[src/rtl/nco_hms_cnt.sv]
// NCO-divided 1 Hz tick driving cascaded BCD seconds/minutes/hours counters.
// Define NCO_HMS_12H_EN for 12-hour mode (12,01..11); default is 24-hour mode (00..23).
module nco_hms_cnt #(
    parameter int NCO_W = 32
) (
    input  logic             clk,
    input  logic             rst,
    input  logic [NCO_W-1:0] i_nco_num,
    input  logic             i_run,
    input  logic             i_clr,
    input  logic             i_min_inc,
    input  logic             i_hour_inc,
    output logic             o_tick,
    output logic [23:0]      o_bcd,
    output logic             o_day
);

`ifdef NCO_HMS_12H_EN
    localparam logic [3:0] HOUR_H_RST = 4'd1;
    localparam logic [3:0] HOUR_L_RST = 4'd2;
`else
    localparam logic [3:0] HOUR_H_RST = 4'd0;
    localparam logic [3:0] HOUR_L_RST = 4'd0;
`endif

    logic [NCO_W-1:0] div_cnt;
    logic [NCO_W-1:0] div_nxt;
    logic [NCO_W-1:0] term_cnt;
    logic             wrap;

    logic [3:0] sec_l,  sec_h,  min_l,  min_h,  hour_l,  hour_h;
    logic [3:0] sec_l_nxt, sec_h_nxt, min_l_nxt, min_h_nxt, hour_l_nxt, hour_h_nxt;

    logic min_carry;
    logic min_adv;
    logic min_wrap;
    logic hour_carry;
    logic hour_adv;
    logic hour_roll;
    logic day_nxt;

    // Divider compares against the live terminal count, so lowering it below
    // the running count forces a wrap instead of a run to 2^NCO_W.
    always_comb begin
        term_cnt = (i_nco_num > NCO_W'(1)) ? (i_nco_num - NCO_W'(1)) : '0;
        wrap     = i_run && (div_cnt >= term_cnt);
        if (wrap) begin
            div_nxt = '0;
        end else if (i_run) begin
            div_nxt = div_cnt + NCO_W'(1);
        end else begin
            div_nxt = div_cnt;
        end
    end

    // NOTE: every combinational output gets a default first, so no path leaves it unassigned and no latch is inferred.
    always_comb begin
        sec_l_nxt = sec_l;
        sec_h_nxt = sec_h;
        min_carry = 1'b0;
        if (wrap) begin
            if (sec_l >= 4'd9) begin
                sec_l_nxt = 4'd0;
                if (sec_h >= 4'd5) begin
                    sec_h_nxt = 4'd0;
                    min_carry = 1'b1;
                end else begin
                    sec_h_nxt = sec_h + 4'd1;
                end
            end else begin
                sec_l_nxt = sec_l + 4'd1;
            end
        end
    end

    // A set pulse and a carry in the same cycle are OR-ed into a single advance;
    // only a carry-driven minute wrap propagates into the hours.
    always_comb begin
        min_adv    = min_carry | i_min_inc;
        min_l_nxt  = min_l;
        min_h_nxt  = min_h;
        min_wrap   = 1'b0;
        if (min_adv) begin
            if (min_l >= 4'd9) begin
                min_l_nxt = 4'd0;
                if (min_h >= 4'd5) begin
                    min_h_nxt = 4'd0;
                    min_wrap  = 1'b1;
                end else begin
                    min_h_nxt = min_h + 4'd1;
                end
            end else begin
                min_l_nxt = min_l + 4'd1;
            end
        end
        hour_carry = min_wrap & min_carry;
    end

    always_comb begin
        hour_adv   = hour_carry | i_hour_inc;
        hour_h_nxt = hour_h;
        hour_l_nxt = hour_l;
        hour_roll  = 1'b0;
        if (hour_adv) begin
`ifdef NCO_HMS_12H_EN
            if ((hour_h != 4'd0) && (hour_l >= 4'd2)) begin
                hour_h_nxt = 4'd0;
                hour_l_nxt = 4'd1;
            end else if ((hour_h != 4'd0) && (hour_l == 4'd1)) begin
                hour_h_nxt = 4'd1;
                hour_l_nxt = 4'd2;
                hour_roll  = 1'b1;
            end else if (hour_l >= 4'd9) begin
                hour_h_nxt = 4'd1;
                hour_l_nxt = 4'd0;
            end else begin
                hour_l_nxt = hour_l + 4'd1;
            end
`else
            if ((hour_h >= 4'd2) && (hour_l >= 4'd3)) begin
                hour_h_nxt = 4'd0;
                hour_l_nxt = 4'd0;
                hour_roll  = 1'b1;
            end else if (hour_l >= 4'd9) begin
                hour_h_nxt = hour_h + 4'd1;
                hour_l_nxt = 4'd0;
            end else begin
                hour_l_nxt = hour_l + 4'd1;
            end
`endif
        end
        day_nxt = hour_roll & hour_carry;
    end

    // NOTE: sequential state uses non-blocking assignments so every register samples pre-edge values.
    always_ff @(posedge clk) begin
        if (rst || i_clr) begin
            div_cnt <= '0;
            sec_l   <= 4'd0;
            sec_h   <= 4'd0;
            min_l   <= 4'd0;
            min_h   <= 4'd0;
            hour_l  <= HOUR_L_RST;
            hour_h  <= HOUR_H_RST;
            o_tick  <= 1'b0;
            o_day   <= 1'b0;
        end else begin
            div_cnt <= div_nxt;
            sec_l   <= sec_l_nxt;
            sec_h   <= sec_h_nxt;
            min_l   <= min_l_nxt;
            min_h   <= min_h_nxt;
            hour_l  <= hour_l_nxt;
            hour_h  <= hour_h_nxt;
            o_tick  <= wrap;
            o_day   <= day_nxt;
        end
    end

    assign o_bcd = {hour_h, hour_l, min_h, min_l, sec_h, sec_l};

endmodule

[config.mk]
export PLATFORM = sky130hd
export DESIGN_NAME = nco_hms_cnt
export DESIGN_NICKNAME = d
export VERILOG_FILES = /design/src/rtl/nco_hms_cnt.sv
export SDC_FILE = /design/constraint.sdc
export NUM_CORES = 1
export LEC_CHECK = 0
export ABC_CLOCK_PERIOD_IN_PS = 4700
export BUFFER_PORTS_ARGS = -buffer_cell sky130_fd_sc_hd__buf_2
export CORE_AREA = 2 2 150 123
export CTS_BUF_LIST = sky130_fd_sc_hd__clkbuf_4
export DETAILED_ROUTE_END_ITERATION = 7
export DIE_AREA = 0 0 152 125
export PLACE_DENSITY = 0.39
export SYNTH_ARGS = -nofsm -noshare
export SYNTH_HDL_FRONTEND = slang
export SYNTH_SLANG_ARGS = --single-unit
[constraint.sdc]
create_clock -name clk -period 4.7 [get_ports clk]
set_input_delay 1.175 -clock clk [delete_from_list [all_inputs] [get_ports clk]]
set_output_delay 1.175 -clock clk [all_outputs]
set_load 0.02 [all_outputs]
---- Word level (Yosys, flattened, before mapping) ----
Cells that the tools add are included.
W data, S select, Z words.
storage, ports and cells
  register bits ........................... 58
  bits in latches ......................... 0
  bits in writable memories ............... 0
  bits in read-only memories .............. 0
  input bits .............................. 38
  output and inout bits ................... 26
  memories kept ........................... 0
cells by class
  add/subtract/negate cells ............... 8
  multiply operators ...................... 0
  div/mod/pow operators ................... 0
  order comparisons ....................... 9
  equal/unequal tests ..................... 0
  shift-type cells ........................ 0
  muxes and demuxes ....................... 17
  bitwise logic cells ..................... 4
  reduce and logical (&&, ||, !) cells .... 8
operators by type and width
  cell                     number
  $add A32 B1 Y32 const B  1
  $ge A32 B32 Y1           1
  $gt A32 B1 Y1 const B    1
  $mux W32                 1
  $mux W4                  8
  $sub A32 B1 Y32 const B  1
  $add A4 B1 Y4 const B    6
  $ge A4 B4 Y1 const B     3
  $ge A4 B2 Y1 const B     2
  $ge A4 B3 Y1 const B     2
  $mux W1                  8
  $reduce_and A2 Y1        3
  $and A1 B1 Y1            2
  $logic_and A1 B1 Y1      2
  $or A1 B1 Y1             2
  $reduce_bool A2 Y1       1
  $reduce_or A2 Y1         1
  $logic_or A1 B1 Y1       1

---- Logic depth before layout (Yosys ltp) ----
Gate-level depths: netlist (run 1).
  depth in word-level cells ............... 11
  gate-level depth with buffers ........... 18
  depth with buffers taken out ............ 16

---- Worst setup path before layout (run 1) ----
Ideal clock, no wire load.
  path kind ............................... in2reg
  start point ............................. in i_nco_num[11]
  end point ............................... reg min_h[0]
  data arrival time ....................... 4.820 ns
  data required time ...................... 4.630 ns
  setup slack ............................. -0.191 ns
  cell stages on the path ................. 16
  buffers on the path ..................... 1
  cell sequence ........................... or3_4 > or4_4 > buf_6 > nor3_4 > nand2_1 > nor3_1 > xor2_1 > nand2_1 > ha_1 > nand4_1 > nor4_2 > nand4_1 > nor3_1 > a221oi_2 > or4_1 > a21oi_1
on the way
  word-level cells in the longest chain between the ends .. 7
  elaborated cells between the ends (all ways) .. 8
  those cells by class .................... 1 x add/sub; 2 x order compare; 2 x mux; 1 x bitwise; 2 x reduce/logical
RTL lines
  item                                              line  text
  start: declaration                                8     input logic [NCO_W-1:0] i_nco_num,
  $sub A32 B1 Y32 or $gt A32 B1 Y1 (tied branches)  45    term_cnt = (i_nco_num > NCO_W'(1)) ? (i_nco_num - NCO_W'(1)) : '0;
  $mux W32 *                                        45
  $ge A32 B32 Y1 *                                  46    wrap = i_run && (div_cnt >= term_cnt);
  $logic_and A1 B1 Y1 *                             46
  $mux W1 *                                         61    if (wrap) begin
  $or A1 B1 Y1 *                                    79    min_adv = min_carry | i_min_inc;
  $reduce_and A2 Y1 (no source line) *              --
  end signal: assignment                            152   min_h <= min_h_nxt;
  end: declaration                                  31    logic [3:0] sec_l, sec_h, min_l, min_h, hour_l, hour_h;
Every way passes the cells marked *; elsewhere a longest branch is shown, timed or not.
A chain may end at the register's enable or synchronous reset.

---- Final worst setup path (run 1) ----
Ends and elaborated chain as after synthesis.

==> out/qor.csv, run 1 <==
metric;value;unit
vias_per_cell;4.56;
worstSetupEndpointType;flip-flop;
route.detailed.drc;0;
holdPathStages;2;
core_area;0.0177;mm2
drive_above_1_share;0.286;
pwr-share-comb;0.121;
grt_pass1_wl;20.2;mm
worstPathArrival;5020;ps
antenna_left;0;
pin_count;64;
wl_per_cell;13.2;um
maxCapViolations;0;
die_area;0.0190;mm2
initial_core_util;0.244;
htree_levels;3;
syn_to_final_growth;35.3;%
clock_path_buffers;2;
hpwl;9.51;mm
yosys-top-cells-count;75 x nand2_1, 75 x nor2_1, 58 x dfxtp_1;
relSlewSlack;0.483;
powerDensity;198;mW/mm2
synthCells;540;
insertedDiodeCount;0;
worst-path-max-fanout;12;
min_period;4670;ps
clk_latency;410;ps
rsz0062_at_grt;yes;
yosysSeqAreaShare;0.270;
first_pass_iters;4;
ys_top_cells_by_area;dfxtp_1 27%, ha_1 15%, xor2_1 7.7%, nand2_1 6.5%, nor2_1 6.5%;
numCtsBuffers;9;
wl;12.0;mm
power.switching;268;uW
setup_viol;0;
cts_sinks;58;
place_congestion;0.793;
rows;44;
drv_slew;0;
synth-edff-count;0;
p_int;887;uW
grt-ovfl-total;0;
max_freq;214;MHz
fin_nets;768;
hold_viol;0;
postPlaceCellArea;0.00538;mm2
fp.dieH;125;um
run_status;finished clean;
fin_crit_sh;0.993;
synth-seq-cells;58;
finalSetupTns;0;ps
p_clk_frac;0.450;
synth_warnings;0;
clock_skew;13.4;ps
syn_avg_cell_area;7.98;um2
r2r_cells;10;
syn_area;0.00431;mm2
yosysTopAreaCell;dfxtp_1;
grt_usage;0.127;
synth_top_area_frac;0.270;
criticalPathCategory;in2reg;
ir_drop;0.133;mV
leakagePower;2.58;nW
worst_pin_slew;772;ps
die_x;152;um
synthArstFlopShare;0;
hold_class;reg2reg;
cts_tree;built;
synth_flop_cell;dfxtp_1;
cp.required;5050;ps
root_buffer;clkbuf_4;
syn_nets;630;
grt_antenna_before_repair;0;
vias;4160;
grt_max_degree;33;
fin_total_pwr;1.16;mW
start_kind;primary input;
first_global_vias;4047;
drtIter0Drc;123;
clkSlewWorstSetupHoldPaths;100;ps
synthDistinctLibCells;63;
port_buffers;63;
design_area;0.00583;mm2
fillers;1909;
sw_frac_of_total;0.232;
seq_power_share;0.429;
hold-worst-slack;517;ps
## area by class of cell
class / count / area (um2) / area share
multi-input cells: 448 / 3150 / 0.541
flip-flops and latches: 58 / 1160 / 0.199
repair buffers: 139 / 941 / 0.161
well taps: 230 / 288 / 0.0494
clock inverters: 6 / 129 / 0.0221
inverters: 22 / 82.6 / 0.0142
clock buffers: 10 / 75.1 / 0.0129
## final timing paths
| path | start | end | slack [ps] |
|---|---|---|---|
| setup / recovery | i_nco_num[11] | min_h[0]$_SDFFE_PP0P_ | 30 |
| hold / removal | min_l[1]$_SDFFE_PP0N_ | min_l[1]$_SDFFE_PP0N_ | 520 |
| setup reg to reg | div_cnt[0]$_SDFFE_PP0P_ | sec_l[2]$_SDFFE_PP0P_ | 2020 |
| hold reg to reg | min_l[1]$_SDFFE_PP0N_ | min_l[1]$_SDFFE_PP0N_ | 520 |
## metal layers
| metal | GRT usage | vias up | part of all wire |
|---|---|---|---|
| li1 | - | 2185 | - |
| met1 | 0.189 | 1880 | 0.54 |
| met2 | 0.188 | 85 | 0.42 |
| met3 | 0.0170 | 10 | 0.032 |
| met4 | 0.0418 | 0 | 0.012 |
| met5 | 0 | - | 0 |
## cell families (layout without fill, tap and decap cells)
family,after synthesis,count (layout),synth area share
AND/OR/NAND/NOR,257,257,0.301
multiplexers,3,3,0.00697
XOR/XNOR,57,57,0.118
AO/OA/AOI/OAI,79,79,0.122
adder cells (fa/ha/maj),52,52,0.151
buffers and inverters,34,177,0.0317
flip-flops,58,58,0.270
## critical path, stage by stage
cell	delay (ps)
buf_6	90
or3_4	370
or4_4	480
nor3_4	240
nand2_2	130
nor2_2	110
xor2_1	150
nand2_1	80
ha_1	290
nand4_1	190
nor4_4	320
nand4_1	240
nor3_2	260
a221oi_2	90
buf_4	180
or4_1	500
a21oi_1	120
## layout by cell type (no fill, tap or decap), types with 18 or more instances in the layout
master / synthesis / routed
a21oi_1: 32 / 31
buf_2: 1 / 62
buf_4: 0 / 69
dfxtp_1: 58 / 58
ha_1: 52 / 52
inv_1: 22 / 22
nand2_1: 75 / 70
nand3_1: 19 / 18
nor2_1: 75 / 71
xor2_1: 38 / 38
## timing repair
item	CTS	global route
cloned	0	2
setup endpoints to repair	2	53
hold buffers	0	0
setup buffers	0	8
pin swaps	1	7
resized for setup	2	30
## metrics by stage
stage | std cells | worst slack [ps] | util
2_1_floorplan | 540 | -80.1 | -
3_3_place_gp | 887 | -373 | 0.304
3_5_place_dp | 887 | -474 | 0.304
4_1_cts | 903 | 20.0 | 0.316
5_1_grt | 913 | -131 | 0.330
6_report | 913 | 34.5 | 0.330
## power by group through the flow
stage	Clock (mW)	Sequential, mW	Combinational [mW]
finish	0.519	0.496	0.140
global route	0.558	0.496	0.158
CTS	0.540	0.496	0.131
detailed placement	0	0.507	0.130
global placement	0	0.507	0.127
floorplan	0	0.507	0.0590
## state kept, by name, summed over array words and instances, names as in the netlist
signal	flops
hour_l	4
hour_h	4
min_l	4
min_h	4
div_cnt	32
sec_h	4
o_day	1
o_tick	1
sec_l	4
No activity file was read; power rests on OpenSTA's default activity.
==> run 2, diff against run 1 <==
--- a/config.mk
+++ b/config.mk
@@ -7,11 +7,14 @@
 export LEC_CHECK = 0
 export ABC_CLOCK_PERIOD_IN_PS = 4700
 export BUFFER_PORTS_ARGS = -buffer_cell sky130_fd_sc_hd__buf_2
+export CELL_PAD_IN_SITES_DETAIL_PLACEMENT = 0
+export CELL_PAD_IN_SITES_GLOBAL_PLACEMENT = 2
 export CORE_AREA = 2 2 150 123
 export CTS_BUF_LIST = sky130_fd_sc_hd__clkbuf_4
 export DETAILED_ROUTE_END_ITERATION = 7
 export DIE_AREA = 0 0 152 125
-export PLACE_DENSITY = 0.39
+export MAX_ROUTING_LAYER = met4
+export PLACE_DENSITY = 0.61
 export SYNTH_ARGS = -nofsm -noshare
 export SYNTH_HDL_FRONTEND = slang
 export SYNTH_SLANG_ARGS = --single-unit
==> out/qor.csv, run 2 (synthesis gave the netlist of run 1 again) <==
metric;value;unit;change
finalNonFillerCells;911;;was 913
grt_pass1_wl;19.7;mm;was 20.2 mm
clk_latency;420;ps;was 410 ps
fin_ws;71.5;ps;was 34.5 ps
start_kind;primary input;;unchanged
initial_core_util;0.244;;unchanged
dp_slack;-517;ps;was -474 ps
syn_to_final_growth;33.1;%;was 35.3%
antenna_left;0;;unchanged
core_area;0.0177;mm2;unchanged
finalSetupTns;0;ps;unchanged
worst_pin_slew;721;ps;was 772 ps
setup_viol;0;;unchanged
drive_above_1_share;0.286;;about the same
wl_per_cell;13.1;um;was 13.2 um
regMostFlops;div_cnt;;unchanged
vias;4102;;was 4160
final_cell_mix;72 x nand2_1, 71 x nor2_1, 71 x buf_4, 61 x buf_2, 58 x dfxtp_1;;was 71 x nor2_1, 70 x nand2_1, 69 x buf_4, 62 x buf_2, 58 x dfxtp_1
worst-path-max-fanout;10;;was 12
htree_levels;3;;unchanged
grt_antenna_before_repair;0;;unchanged
fin_total_pwr;1.05;mW;was 1.16 mW
vias_per_cell;4.50;;was 4.56
cp.required;5050;ps;about the same
crit_slowest_cell;or4_4;;was or4_1
max_freq;216;MHz;was 214 MHz
first_pass_iters;4;;unchanged
drv_slew;0;;unchanged
critPathMaxStageDelay;520;ps;was 500 ps
crit_chain;buf_6, or3_4, or4_4, nor2_4, nand2_2, or4_4, xnor2_2, nand2_1, ha_4, nand2_2, nor4_4, nand4_1, nor3_2, a221oi_2, buf_4, or4_4, a21oi_2;;was buf_6, or3_4, or4_4, nor3_4, nand2_2, nor2_2, xor2_1, nand2_1, ha_1, nand4_1, nor4_4, nand4_1, nor3_2, a221oi_2, buf_4, or4_1, a21oi_1
grt-ovfl-total;0;;unchanged
route.detailed.drc;0;;unchanged
powerDensity;183;mW/mm2;was 198 mW/mm2
hold-worst-slack;516;ps;was 517 ps
criticalPathCategory;in2reg;;unchanged
final_common_cell;nand2_1;;was nor2_1
rsz0062_at_grt;yes;;unchanged
port_buffers;63;;unchanged
drtIter0Drc;162;;was 123
leakagePower;2.53;nW;was 2.58 nW
die_x;152;um;unchanged
first_global_vias;3906;;was 4047
maxCapViolations;0;;unchanged
fin_crit_sh;0.985;;was 0.993
grt_usage;0.130;;was 0.127
worstPathArrival;4980;ps;was 5020 ps
crit_family;simple AND/OR/NAND/NOR gates;;unchanged
grt_max_degree;33;;unchanged
min_period;4630;ps;was 4670 ps
hold_viol;0;;unchanged
root_buffer;clkbuf_4;;unchanged
worstSetupEndpointType;flip-flop;;unchanged
cts_sinks;58;;unchanged
utilization;0.324;;was 0.330
clock_skew;13.8;ps;was 13.4 ps
numCtsBuffers;9;;unchanged
run_status;finished clean;;unchanged
dp_cells;890;;was 887
pin_count;64;;unchanged
clkSlewWorstSetupHoldPaths;110;ps;was 100 ps
fp.dieH;125;um;unchanged
wl;11.9;mm;was 12.0 mm
die_area;0.0190;mm2;unchanged
postPlaceCellArea;0.00540;mm2;was 0.00538 mm2
insertedDiodeCount;0;;unchanged
crit_top_cell;or4_4;;was nand4_1
largest_reg_flops;32;;unchanged
fin_nets;766;;was 768
cts_tree;built;;unchanged
relSlewSlack;0.518;;was 0.483
hpwl;9.65;mm;was 9.51 mm
place_congestion;0.798;;was 0.793
clock_path_buffers;2;;unchanged
hold_class;reg2reg;;unchanged
crit_buf_inv;2;;unchanged
rows;44;;unchanged
design_area;0.00573;mm2;was 0.00583 mm2
ir_drop;0.0976;mV;was 0.133 mV
## run 2: timing repair
action / 4_1_cts / 5_1_grt
gates resized for setup: 4 / 25
buffers inserted: 1 / 4
pin swaps: 2 / 3
hold buffers: 0 / 0
setup endpoints to repair: 2 / 52
## run 2: report_power, final
part	leakage [nW]	switching (mW)	total, mW	internal (mW)
sequential	0.467	0.00274	0.496	0.493
clock	0.0819	0.206	0.420	0.214
combinational	1.98	0.0698	0.136	0.0657
total	2.53	0.279	1.05	0.773
## run 2: final timing paths
check	start	end	slack (ps)	depth (start not counted)
worst max-delay path	i_nco_num[11]	min_h[0]$_SDFFE_PP0P_	70	17
worst min-delay path	sec_h[3]$_SDFFE_PP0P_	sec_h[3]$_SDFFE_PP0P_	520	2
worst max register to register	div_cnt[26]$_SDFFE_PP0P_	min_h[0]$_SDFFE_PP0P_	2030	9
worst min register to register	sec_h[3]$_SDFFE_PP0P_	sec_h[3]$_SDFFE_PP0P_	520	2
## run 2: metal layers
layer / vias up / global-route usage / share of wire
met5: - / - / 0
met4: 0 / 0.0401 / 0.012
met3: 11 / 0.0187 / 0.038
met2: 85 / 0.186 / 0.40
met1: 1826 / 0.187 / 0.54
li1: 2180 / - / -
## run 2: final cells by class
class	count	area (um2)
multi-input cells	448	3140
repair buffers	137	903
clock buffers	9	67.6
fillers	1895	11900
inverters	22	82.6
clock inverters	7	93.8
well taps	230	288
flip-flops and latches	58	1160
## run 2: worst reg2reg max path, cell delays in order (launching register included)
cell and delay [ps]:
dfxtp_1 380, ha_1 330, nand4_1 180, nor4_4 320
nand4_1 250, nor3_2 250, a221oi_2 90, buf_4 180
or4_4 530, a21oi_2 130
==> run 3, diff against run 2 <==
--- a/config.mk
+++ b/config.mk
@@ -15,6 +15,7 @@
 export DIE_AREA = 0 0 152 125
 export MAX_ROUTING_LAYER = met4
 export PLACE_DENSITY = 0.61
+export REMOVE_ABC_BUFFERS = 1
 export SYNTH_ARGS = -nofsm -noshare
 export SYNTH_HDL_FRONTEND = slang
 export SYNTH_SLANG_ARGS = --single-unit
==> out/qor.csv, run 3 (synthesis gave the netlist of run 1 again) <==
metric;value;unit;change
final_common_cell;nor2_1;;was nand2_1
cts_tree;built;;unchanged
root_buffer;clkbuf_4;;unchanged
port_buffers;63;;unchanged
first_global_vias;4092;;was 3906
die_area;0.0190;mm2;unchanged
cts_hold_buf;0;;unchanged
start_kind;primary input;;unchanged
ff_latch_area;0.00116;mm2;unchanged
htree_levels;3;;unchanged
vias_per_cell;4.58;;was 4.50
hold-worst-slack;519;ps;was 516 ps
powerDensity;193;mW/mm2;was 183 mW/mm2
grt_antenna_before_repair;0;;unchanged
design_area;0.00577;mm2;was 0.00573 mm2
clock_path_buffers;2;;unchanged
rsz0062_at_grt;yes;;unchanged
grt_pass1_wl;20.3;mm;was 19.7 mm
wl_per_cell;13.4;um;was 13.1 um
syn_to_final_growth;34.0;%;was 33.1%
drive_above_1_share;0.280;;was 0.286
grt_max_degree;33;;unchanged
multi_input_area;0.00314;mm2;about the same
fin_nets;767;;was 766
worst-path-max-fanout;5;;was 10
fp.dieH;125;um;unchanged
power.switching;272;uW;was 279 uW
pin_count;64;;unchanged
maxCapViolations;0;;unchanged
drv_slew;0;;unchanged
hpwl;9.56;mm;was 9.65 mm
fillers;1848;;was 1895
max_freq;213;MHz;was 216 MHz
wl;12.2;mm;was 11.9 mm
largest_reg_flops;32;;unchanged
worstSetupEndpointType;flip-flop;;unchanged
cts_sinks;58;;unchanged
route.detailed.drc;0;;unchanged
vias;4180;;was 4102
setup_viol;1;;was 0
die_x;152;um;unchanged
p_clk_frac;0.429;;was 0.400
final_cell_mix;73 x nor2_1, 72 x buf_4, 70 x nand2_1, 63 x buf_2, 58 x dfxtp_1;;was 72 x nand2_1, 71 x nor2_1, 71 x buf_4, 61 x buf_2, 58 x dfxtp_1
fin_ws;-2.94;ps;was 71.5 ps
min_period;4700;ps;was 4630 ps
ir_drop;0.111;mV;was 0.0976 mV
worstPathArrival;5050;ps;was 4980 ps
sw_frac_of_total;0.245;;was 0.265
leakagePower;2.55;nW;was 2.53 nW
seq_power_share;0.445;;was 0.471
fin_total_pwr;1.11;mW;was 1.05 mW
hold_class;reg2reg;;unchanged
rows;44;;unchanged
relSlewSlack;0.531;;was 0.518
cp.required;5050;ps;about the same
p_int;841;uW;was 773 uW
first_pass_iters;4;;unchanged
place_congestion;0.793;;was 0.798
antenna_left;0;;unchanged
clk_latency;420;ps;about the same
fin_crit_sh;1.00;;was 0.985
initial_core_util;0.244;;unchanged
clock_skew;15.4;ps;was 13.8 ps
regMostFlops;div_cnt;;unchanged
violations;negative setup slack;;
worst_pin_slew;701;ps;was 721 ps
run_status;finished with violations;;was finished clean
dp_slack;-660;ps;was -517 ps
pwr-share-comb;0.126;;was 0.129
criticalPathCategory;in2reg;;unchanged
insertedDiodeCount;0;;unchanged
grt-ovfl-total;0;;unchanged
drtIter0Drc;291;;was 162
hold_viol;0;;unchanged
numCtsBuffers;9;;unchanged
postPlaceCellArea;0.00537;mm2;was 0.00540 mm2
clkSlewWorstSetupHoldPaths;90;ps;was 110 ps
core_area;0.0177;mm2;unchanged
grt_usage;0.133;;was 0.130
-- run 3: cell count changes in the layout (fill, tap and decap cells not counted), sizes merged --
| cell | change |
|---|---|
| bufinv | +1 |
| clkinvlp | -1 |
| clkinv | -2 |
| clkbuf | +3 |
-- run 3: layout make-up --
cell class | count | area share
multi-input combinational | 448 | 0.545
sequential | 58 | 0.201
timing repair buffer | 138 | 0.158
tap | 230 | 0.0498
clock inverter | 5 | 0.0178
clock buffer | 11 | 0.0143
inverter | 22 | 0.0143
-- run 3: metal layers --
metal / track usage / wire length [um] / part of all wire
met5: - / 0 / 0
met4: 0.0330 / 55 / 0.0045
met3: 0.0236 / 404 / 0.033
met2: 0.207 / 5550 / 0.45
met1: 0.180 / 6230 / 0.51
-- run 3: metrics by stage --
stage                util  cells  TNS (ps)
finish              0.327    912     -2.94
CTS                 0.316    904   -0.0306
global placement    0.304    887    -21600
global route        0.327    912     -1450
floorplan               -    528    -14110
detailed placement  0.304    887    -26140
-- run 3: power groups by stage --
stage | clock network [mW] | logic [mW] | registers (mW)
global placement | 0 | 0.129 | 0.507
detailed placement | 0 | 0.131 | 0.507
CTS | 0.495 | 0.133 | 0.496
global route | 0.516 | 0.157 | 0.497
finish | 0.478 | 0.140 | 0.496
floorplan | 0 | 0.0558 | 0.507
-- run 3: path summary, 6_finish.rpt --
kind         cells after the start  slack [ps]                    start                endpoint
min reg2reg                      2         520    sec_h[3]$_SDFFE_PP0P_   sec_h[3]$_SDFFE_PP0P_
min                              2         520    sec_h[3]$_SDFFE_PP0P_   sec_h[3]$_SDFFE_PP0P_
max reg2reg                     10        1890  div_cnt[0]$_SDFFE_PP0P_  hour_h[2]$_SDFFE_PP0P_
max                             19          -3            i_nco_num[11]   sec_h[3]$_SDFFE_PP0P_
-- run 3: repair_timing --
item                       CTS  global route
setup endpoints to repair   14            56
cloned                       0             2
setup buffers                1             6
pin swaps                    3            12
resized for setup            5            21
-- run 3: worst max-delay path, stage by stage --
cell	delay, ps
buf_2	100
or3_4	380
or4_4	480
nor2_4	170
buf_4	130
nand2_2	50
or4_4	430
xnor2_2	140
nand2_2	80
ha_4	270
nand2_2	60
nor4_4	240
nand4_1	210
buf_4	210
a31oi_4	190
buf_4	150
o21ai_2	50
or3_1	380
a21oi_1	140
